<file path="config.mk">
export PLATFORM = sky130hd
export DESIGN_NAME = bram_frame_ctrl_flat
export DESIGN_NICKNAME = d
export VERILOG_FILES = /design/src/rtl/bram_frame_ctrl_pkg.sv /design/src/rtl/bram_frame_ctrl_if.sv /design/src/rtl/bram_frame_ctrl.sv /design/src/flat_wrapper.sv
export SDC_FILE = /design/constraint.sdc
export NUM_CORES = 1
export LEC_CHECK = 0
export CAP_MARGIN = 20
export CORE_MARGIN = 2
export CORE_UTILIZATION = 38
export CTS_BUF_LIST = sky130_fd_sc_hd__clkbuf_8
export CTS_CLUSTER_DIAMETER = 200
export DETAILED_ROUTE_END_ITERATION = 10
export PLACE_DENSITY = 0.8
export SLEW_MARGIN = 20
export SYNTH_ARGS = -nofsm -noshare
export SYNTH_HDL_FRONTEND = slang
export SYNTH_SLANG_ARGS = --single-unit
</file>
<file path="constraint.sdc">
create_clock -name clk -period 1.7 [get_ports clk]
set_clock_uncertainty 0.05 [all_clocks]
set_input_delay 0.51 -clock clk [delete_from_list [all_inputs] [get_ports clk]]
set_output_delay 0.51 -clock clk [all_outputs]
set_load 0.02 [all_outputs]
</file>
<file path="src/rtl/bram_frame_ctrl_pkg.sv">
// Shared types and defaults for the input-BRAM frame controller.
// No logic; compile before the interface and the controller.
// Consumers import bram_ctrl_pkg::*.
package bram_ctrl_pkg;

    typedef enum logic {LOAD, READY} frame_state_t;

    localparam int DEFAULT_FRAME_LEN = 784;
    localparam int BRAM_ADDR_W       = 16;
    localparam int BRAM_DATA_W       = 8;

endpackage

</file>
<file path="src/rtl/bram_frame_ctrl_if.sv">
// Stream-in and random-read handshake bundle for the frame controller.
// master = stream source / layer engine side, slave = controller side.
// Widths follow the BRAM geometry.
interface bram_frame_ctrl_if
    import bram_ctrl_pkg::*;
#(
    parameter int ADDR_W = BRAM_ADDR_W,
    parameter int DATA_W = BRAM_DATA_W
);
    logic              s_valid;
    logic [DATA_W-1:0] s_data;
    logic              s_ready;
    logic              rd_req;
    logic [ADDR_W-1:0] rd_addr;
    logic              rd_done;
    logic              rd_valid;
    logic [DATA_W-1:0] rd_data;

    modport master (
        output s_valid, s_data, rd_req, rd_addr, rd_done,
        input  s_ready, rd_valid, rd_data
    );

    modport slave (
        input  s_valid, s_data, rd_req, rd_addr, rd_done,
        output s_ready, rd_valid, rd_data
    );
endinterface

</file>
<file path="src/rtl/bram_frame_ctrl.sv">
// Loads one frame from a byte stream into the input BRAM, then serves reads to the layer engine.
// Latency: stream byte written same cycle; read data valid exactly 1 cycle after rd_req.
// Backpressure: s_ready low while a frame is held (READY); reads are never stalled.
module bram_frame_ctrl
    import bram_ctrl_pkg::*;
#(
    parameter int ADDR_W    = BRAM_ADDR_W,
    parameter int DATA_W    = BRAM_DATA_W,
    parameter int FRAME_LEN = DEFAULT_FRAME_LEN
)(
    input  logic               clk,
    input  logic               rst_n,
    bram_frame_ctrl_if.slave   bus,
    output logic               frame_ready,
    output logic               rd_err,
    output logic [7:0]         frame_count,
    output logic               bram_we,
    output logic [DATA_W-1:0]  bram_din,
    output logic [ADDR_W-1:0]  bram_addr,
    input  logic [DATA_W-1:0]  bram_dout
);

    // wr_ptr carries one extra bit so a full 2^ADDR_W frame needs no special case
    localparam logic [ADDR_W:0] LAST_IDX = (ADDR_W+1)'(FRAME_LEN - 1);
    localparam logic [ADDR_W:0] LEN_EXT  = (ADDR_W+1)'(FRAME_LEN);

    frame_state_t      state, next_state;
    logic [ADDR_W:0]   wr_ptr;
    logic              rd_oob;
    logic              rd_accept;
    logic              req_oob;
    logic              last_wr;

    assign rd_accept = (state == READY) && bus.rd_req;
    assign req_oob   = {1'b0, bus.rd_addr} >= LEN_EXT;
    assign last_wr   = (wr_ptr == LAST_IDX);

    // Out-of-range reads return zero instead of whatever the BRAM holds there
    assign bus.rd_data = rd_oob ? '0 : bram_dout;

    // Next state, handshake decode and BRAM port steering
    always_comb begin
        next_state      = state;
        bus.s_ready     = 1'b0;
        frame_ready     = 1'b0;
        bram_we         = 1'b0;
        bram_din        = '0;
        bram_addr       = bus.rd_addr;
        case (state)
            LOAD: begin
                bus.s_ready = 1'b1;
                bram_we     = bus.s_valid;
                bram_din    = bus.s_data;
                bram_addr   = wr_ptr[ADDR_W-1:0];
                if (bus.s_valid && last_wr)
                    next_state = READY;
            end
            READY: begin
                frame_ready = 1'b1;
                if (bus.rd_done)
                    next_state = LOAD;
            end
            default: next_state = LOAD;
        endcase
    end

    // State register
    always_ff @(posedge clk or negedge rst_n) begin
        if (!rst_n) state <= LOAD;
        else        state <= next_state;
    end

    // Write pointer and completed-frame counter advance on accepted stream bytes
    always_ff @(posedge clk or negedge rst_n) begin
        if (!rst_n) begin
            wr_ptr      <= '0;
            frame_count <= '0;
        end else if (state == LOAD && bus.s_valid) begin
            if (last_wr) begin
                wr_ptr      <= '0;
                frame_count <= frame_count + 8'd1;
            end else begin
                wr_ptr <= wr_ptr + (ADDR_W+1)'(1);
            end
        end
    end

    // Read-valid pipeline stage aligned with the registered BRAM output, plus sticky error
    always_ff @(posedge clk or negedge rst_n) begin
        if (!rst_n) begin
            bus.rd_valid <= 1'b0;
            rd_oob       <= 1'b0;
            rd_err       <= 1'b0;
        end else begin
            bus.rd_valid <= rd_accept;
            rd_oob       <= rd_accept && req_oob;
            if (rd_accept && req_oob)
                rd_err <= 1'b1;
        end
    end

endmodule

</file>
<file path="src/flat_wrapper.sv">
// flat-port wrapper written by rule: the top's interface ports become plain ports
module bram_frame_ctrl_flat import bram_ctrl_pkg::*;
#(
    parameter int ADDR_W    = BRAM_ADDR_W,
    parameter int DATA_W    = BRAM_DATA_W,
    parameter int FRAME_LEN = DEFAULT_FRAME_LEN
)
  (clk, rst_n, frame_ready, rd_err, frame_count, bram_we, bram_din, bram_addr, bram_dout, bus_s_valid, bus_s_data, bus_rd_req, bus_rd_addr, bus_rd_done, bus_s_ready, bus_rd_valid, bus_rd_data);
  bram_frame_ctrl_if #(.ADDR_W(ADDR_W), .DATA_W(DATA_W)) bus_i ();
  input  logic clk;
  input  logic rst_n;
  output logic frame_ready;
  output logic rd_err;
  output logic [7:0] frame_count;
  output logic bram_we;
  output logic [DATA_W-1:0] bram_din;
  output logic [ADDR_W-1:0] bram_addr;
  input  logic [DATA_W-1:0] bram_dout;
  input wire logic [$bits(bus_i.s_valid)-1:0] bus_s_valid;
  input wire logic [$bits(bus_i.s_data)-1:0] bus_s_data;
  input wire logic [$bits(bus_i.rd_req)-1:0] bus_rd_req;
  input wire logic [$bits(bus_i.rd_addr)-1:0] bus_rd_addr;
  input wire logic [$bits(bus_i.rd_done)-1:0] bus_rd_done;
  output wire logic [$bits(bus_i.s_ready)-1:0] bus_s_ready;
  output wire logic [$bits(bus_i.rd_valid)-1:0] bus_rd_valid;
  output wire logic [$bits(bus_i.rd_data)-1:0] bus_rd_data;
  assign bus_i.s_valid = bus_s_valid;
  assign bus_i.s_data = bus_s_data;
  assign bus_i.rd_req = bus_rd_req;
  assign bus_i.rd_addr = bus_rd_addr;
  assign bus_i.rd_done = bus_rd_done;
  assign bus_s_ready = bus_i.s_ready;
  assign bus_rd_valid = bus_i.rd_valid;
  assign bus_rd_data = bus_i.rd_data;
  bram_frame_ctrl #(.ADDR_W(ADDR_W), .DATA_W(DATA_W), .FRAME_LEN(FRAME_LEN)) u_core (.clk(clk), .rst_n(rst_n), .bus(bus_i), .frame_ready(frame_ready), .rd_err(rd_err), .frame_count(frame_count), .bram_we(bram_we), .bram_din(bram_din), .bram_addr(bram_addr), .bram_dout(bram_dout));
endmodule
</file>
==> results.md, run 1 <==
* Grt ovf at 0
* # nets final at 345
* Worst Tran Pin Value at 0.3089 ns
* Post-synth EDFFs at 0
* Violated checks: setup timing
* Placer Congestion at 0.7906
* Switching Power at 0.7854 mW
* Inserted Clock Buffers at 5
* Detail Placement HPWL at 3726 um
* TritonCTS clock tree: done
* Initial core utilization at 38.67%
* Largest net degree at the start of global routing at 30
* Crit Path Max Fanout at 6
* CTS Hold Bufs at 0
* First-pass GRT wire length at 10140 um
* CP peak stage delay at 0.55 ns
* Yosys cell types at 33
* Worst setup SP type: flip-flop
* Clock power frac at 25.1%
* VDD IR max at 0.5172 mV
* Asr flop ratio synth at 100.0%
* DIE AREA at 4914 sq um
* DR DRC count at 0
* Chip height at 70.10 um
* Final worst path period need at 2.012 ns
* Syn Nets at 204
* Diodes inserted at 0
* Fill cell total of the finished layout at 287
* Initial antenna violation count at 0
* Power, Total at 2.336 mW
* Worst Path Arrival at 2.17 ns
* Ys flop type: dfrtp_1
* P&R area growth vs syn at 108.3%
* IO Pins at 82
* CTS Sinks at 29
* Sequential share of power at 34.1%
* Unrepaired setup endpoints after global routing: yes
* Share of layout cells above drive strength 1 at 52.61%
* Period utilization at 118.3%
* Cell mode on critical path: buf_6
* Iteration-0 DRC Markers at 74
* Final worst slack at -0.3119 ns
* Port Buffers at 81
* Gate count of the mapped netlist at 165
* Vias in the first global route at 1997
* Switching share of power at 33.62%
* Status: finished with violations
* Routed via count at 1957
* Maxcap violations at 0
* Commonest cells after routing, fill and taps aside: 54 x buf_4, 34 x buf_6, 27 x dfrtp_1
* Combinational power share at 40.8%
* Post-synthesis sequential area ratio at 43.71%
* H-tree depth at 2
* Yosys top cell by area: dfrtp_1
* Cell row count at 24
* Share of the synthesized area in the top cell type at 43.71%
* Fmax at 497.0 MHz
* Max-slew headroom at 79.41%
* Critical Path RT at 1.86 ns
* Ys Warns at 0
* Worst path cell trace: buf_8, buf_6, and4b_4, buf_6, buf_6, nand4_1, xor2_1, nor2_1
* Detail Route Antenna Nets at 0
* Most common cell after layout, fill and taps aside: buf_4
* Final Hold Fails at 0
* Final setup violation count at 50
* Gr usage total at 26.99%
* Clock tree buffer depth at 2
* Slew Viols, Final at 0
* Clk Latency, worst-skew pair at 0.29 ns
* Final WL at 7005 um
* Root Driver: clkbuf_8
* Dominant cells by area after synthesis: dfrtp_1 44%, mux2_2 10%, xor2_1 6.9%
* Core outline area at 4294 sq um
* Vias/cell at 5.466
* Crit. End Element: flip-flop
* Syn avg cell area at 10.06 sq um
* Slowest CP cell: dfrtp_4
* Internal at 1.550 mW
* Clk slew on worst S/H paths at 0.07 ns
* PwrDens at 675.4 nW/um^2
* Leak pwr at 1.814 nW
* TritonRoute pass-1 iters at 4
* Mapped Area at 1660 sq um
* Hold/Removal Path Class: reg -> reg
* Post-synthesis register bit count at 29
* Average wire per standard cell at 19.57 um
* Register-to-register setup slack at -0.31 ns
* Core Util, Final at 80.54%
* Worst Setup Path Type: reg -> reg
* Die width at 70.10 um
[final cells by class]
type,instances,area (sq um),area share [%]
Inverter,3,13.76,0.3980
Clock buffer,6,82.58,2.388
Multi-Input combinational cell,127,1200,34.70
Tap cell,52,65.06,1.881
Sequential cell,29,730.7,21.13
Clock inverter,1,3.754,0.1085
Timing Repair Buffer,140,1363,39.40
[registers in the layout, summed over array words and instances (netlist names)]
register,cells
u_core.wr_ptr,17
u_core.bus.rd_valid,1
u_core.rd_oob,1
u_core.state,1
u_core.rd_err,1
u_core.frame_count,8
[repair_timing]
item | 4_1_cts | 5_1_grt
pin swaps | 38 | 13
resized for setup | 276 | 32
buffers inserted | 12 | 3
gates cloned | 3 | 0
setup endpoints to repair | 68 | 56
[worst max-delay path: cells and delay by family, from the launching register on]
| kind | cells | cell delay (ns) |
|---|---|---|
| buf+inv | 4 | 0.53 |
| flops | 1 | 0.55 |
| xor+xnor | 1 | 0.16 |
| simple gates | 3 | 0.64 |
[cell families (layout without fill, tap and decap cells)]
logic type	count (synthesis)	after routing	synth area share, %
compound gates	9	9	3.316
xor+xnor	20	20	10.55
fa+ha+maj	2	2	1.507
buf+inv	10	150	3.014
flops	29	29	43.71
mux	16	16	10.78
simple gates	79	80	27.13
[Yosys cell counts, types with 2 or more instances]
master and count:
inv_1 3, dfrtp_1 29, and4_1 2, nor2b_1 17, mux2_2 15, nand3_1 15, ha_1 2, and3_1 3
nor4_1 6, xor2_1 13, xnor2_1 7, o21ai_0 5, nor2_1 6, nor3_1 6, clkbuf_1 3, and2_1 5
nand4_1 5, nand2_1 8
[stage by stage]
step | instance area (sq um) | setup slack, ns | hold slack, ns | TNS (ns) | cells
3_3_place_gp | 2826 | -0.6879 | 0.3892 | -28.18 | 333
5_1_grt | 3458 | -0.3842 | 0.4366 | -13.41 | 358
2_1_floorplan | 1668 | -0.02729 | 0.1644 | -0.2019 | 165
4_1_cts | 3301 | -0.2704 | 0.4079 | -9.447 | 355
3_5_place_dp | 2826 | -0.7253 | 0.4003 | -29.83 | 333
6_report | 3458 | -0.3119 | 0.4126 | -11.94 | 358
[power by group through the flow]
stage,Clock (mW),Combinational [mW],Sequential [mW]
after floorplan,0,0.305,0.835
after global placement,0,0.747,0.800
after detailed placement,0,0.767,0.804
after CTS,0.565,0.867,0.792
after global routing,0.623,0.998,0.800
final,0.585,0.953,0.798
[path summary, 6_finish.rpt]
check,startpoint,to,depth (start not counted)
worst max-delay path,u_core.state,u_core.wr_ptr[8],8
worst min-delay path,u_core.rd_err,u_core.rd_err,1
worst max register to register,u_core.state,u_core.wr_ptr[8],8
worst min register to register,u_core.rd_err,u_core.rd_err,1
max in group asynchronous,rst_n,u_core.state,2
min in group asynchronous,rst_n,u_core.wr_ptr[12],2
[per-layer routing]
| metal | GRT usage, % | share of wire (%) | vias to the layer above |
|---|---|---|---|
| met1 | 30.12 | 38 | 966 |
| met5 | 0 | 0 | - |
| met3 | 7.648 | 7.0 | 26 |
| met2 | 48.47 | 51 | 99 |
| li1 | - | - | 866 |
| met4 | 10.26 | 4.2 | 0 |
(Power assumes the default switching activity.)
==> run 2, diff against run 1 <==
Settings changed: CORE_UTILIZATION 38 to 35, PLACE_DENSITY 0.8 to 0.75, SKIP_CTS_REPAIR_TIMING set to 1.
==> results.md, run 2 (synthesis results as in run 1) <==
* Register area at 730.7 sq um (unchanged)
* Iteration-0 DRC Markers at 52 (was 74)
* Final WL at 5448 um (was 7005 um)
* Clock tree buffer depth at 2 (unchanged)
* Worst R2R Path Depth at 6 (was 8)
* CTS Sinks at 29 (unchanged)
* Worst setup SP type: flip-flop (unchanged)
* Clk slew on worst S/H paths at 0.06 ns (was 0.07 ns)
* Initial antenna violation count at 0 (unchanged)
* H-tree depth at 2 (unchanged)
* IO Pins at 82 (unchanged)
* Leak pwr at 1.851 nW (was 1.814 nW)
* Inserted Clock Buffers at 5 (unchanged)
* Gr usage total at 18.00% (was 26.99%)
* Critical Path RT at 1.14 ns (was 1.86 ns)
* Worst Path Arrival at 1.40 ns (was 2.17 ns)
* Routed via count at 1794 (was 1957)
* Chip height at 72.88 um (was 70.10 um)
* Area of the multi-input gates at 1072 sq um (was 1200 sq um)
* Clk Latency, worst-skew pair at 0.28 ns (was 0.29 ns)
* Largest registers: u_core.wr_ptr x17, u_core.frame_count x8 (unchanged)
* Reg2reg start: u_core.state (unchanged)
* Root Driver: clkbuf_8 (unchanged)
* Vias/cell at 5.170 (was 5.466)
* Biggest register: u_core.wr_ptr (unchanged)
* First-pass GRT wire length at 7341 um (was 10140 um)
* Register-to-register setup slack at -0.22 ns (was -0.31 ns)
* Min-delay src: u_core.rd_err (unchanged)
* Core Util, Final at 68.40% (was 80.54%)
* Commonest cells after routing, fill and taps aside: 51 x buf_4, 27 x dfrtp_1, 24 x clkdlybuf4s50_1 (was 54 x buf_4, 34 x buf_6, 27 x dfrtp_1)
* Worst Tran Pin Value at 0.3115 ns (was 0.3089 ns)
* Unrepaired setup endpoints after global routing: yes (unchanged)
* Largest net degree at the start of global routing at 30 (unchanged)
* Final Hold Fails at 0 (unchanged)
* Fill cell total of the finished layout at 365 (was 287)
* Cell row count at 25 (was 24)
* RR Endpoint: u_core.frame_count[1] (was u_core.wr_ptr[8])
* Crit Path Max Fanout at 11 (was 6)
* Diodes inserted at 0 (unchanged)
* Hold Path Sink: u_core.rd_err (unchanged)
* Share of layout cells above drive strength 1 at 46.08% (was 52.61%)
* Most common cell after layout, fill and taps aside: buf_4 (unchanged)
* Hold slack at 0.4079 ns (was 0.4126 ns)
* Average wire per standard cell at 15.70 um (was 19.57 um)
* Grt ovf at 0 (unchanged)
* Final setup violation count at 48 (was 50)
* PwrDens at 678.0 nW/um^2 (was 675.4 nW/um^2)
* Detail Route Antenna Nets at 0 (unchanged)
* Number of flip-flops in the largest register at 17 (unchanged)
* Worst Setup Path Type: reg -> out (was reg -> reg)
* Initial core utilization at 35.62% (was 38.67%)
* Hold/Removal Path Class: reg -> reg (unchanged)
* # nets final at 332 (was 345)
* Period utilization at 115.5% (was 118.3%)
* TritonCTS clock tree: done (unchanged)
* Violated checks: setup timing (unchanged)
* Placer Congestion at 0.8155 (was 0.7906)
* DR DRC count at 0 (unchanged)
* Slew Viols, Final at 0 (unchanged)
* P&R area growth vs syn at 92.01% (was 108.3%)
* Max-slew headroom at 79.04% (was 79.41%)
* TritonRoute pass-1 iters at 4 (unchanged)
* Crit. End Element: primary output (was flip-flop)
* Status: finished with violations (unchanged)
* Detail Placement HPWL at 3487 um (was 3726 um)
* Maxcap violations at 0 (unchanged)
* Fmax at 509.3 MHz (was 497.0 MHz)
* DIE AREA at 5311 sq um (was 4914 sq um)
* Core outline area at 4661 sq um (was 4294 sq um)
* Hold path depth at 1 (unchanged)
* Port Buffers at 81 (unchanged)
* VDD IR max at 0.4754 mV (was 0.5172 mV)
* Final worst path period need at 1.963 ns (was 2.012 ns)
* Vias in the first global route at 1677 (was 1997)
* Final worst slack at -0.2634 ns (was -0.3119 ns)
* Die width at 72.88 um (was 70.10 um)
==> run 2: changes by cell type in the layout (fill, tap and decap cells not counted), moves of 3 or more <==
cell,change
dlymetal6s2s_1,+19
dlygate4sd2_1,-19
clkbuf_2,+3
buf_6,-17
nand2_2,-3
nand3_1,+5
nand2_1,+3
buf_4,-3
nand3_2,-3
buf_2,+7
==> run 2: area by class of cell <==
| class | count | share of cell area (%) |
|---|---|---|
| Clock inverter | 1 | 0.1177 |
| Multi-Input combinational cell | 126 | 33.63 |
| Clock buffer | 6 | 2.590 |
| Tap cell | 54 | 2.119 |
| Timing Repair Buffer | 128 | 38.27 |
| Sequential cell | 29 | 22.92 |
| Inverter | 3 | 0.3532 |
==> run 2: routing by layer <==
metal	routed length (um)	GRT usage [%]
met3	405	6.215
met1	2328	21.59
met4	54	5.761
met5	0	0
met2	2660	30.30
==> run 2: critical path, cell delays in order, from the launching register on <==
cell	delay (ns)
dfrtp_4	0.47
buf_12	0.15
mux2_2	0.34
clkbuf_2	0.16
==> run 2: where the power goes <==
part / internal, mW / leakage, nW / switching [mW]
combinational: 0.425 / 1.42 / 0.384
sequential: 0.752 / 0.384 / 0.0403
clock: 0.314 / 0.0485 / 0.247
==> run 2: worst max path at each step <==
| stage | from | end | slack, ns | depth (start not counted) |
|---|---|---|---|---|
| after global routing | u_core.state | bram_addr[14] | -0.30 | 3 |
| after CTS | bus_s_valid | bram_we | -0.81 | 3 |
| after floorplan | u_core.state | bram_addr[1] | -0.03 | 2 |
| final | u_core.state | bram_addr[14] | -0.26 | 3 |
| after global placement | bus_s_valid | bram_we | -0.74 | 3 |
| after detailed placement | bus_s_valid | bram_we | -0.76 | 3 |
==> run 2: per-stage QoR <==
| step | power (mW) | cells | setup TNS (ns) | instance area (sq um) | worst slack [ns] |
|---|---|---|---|---|---|
| detailed placement | 1.564 | 331 | -28.23 | 2799 | -0.7588 |
| global placement | 1.546 | 331 | -26.98 | 2799 | -0.7444 |
| finish | 2.162 | 347 | -8.254 | 3188 | -0.2634 |
| CTS | 2.134 | 338 | -29.26 | 2885 | -0.8091 |
| global route | 2.282 | 347 | -10.83 | 3188 | -0.3040 |
| floorplan | 1.140 | 165 | -0.2019 | 1668 | -0.02729 |
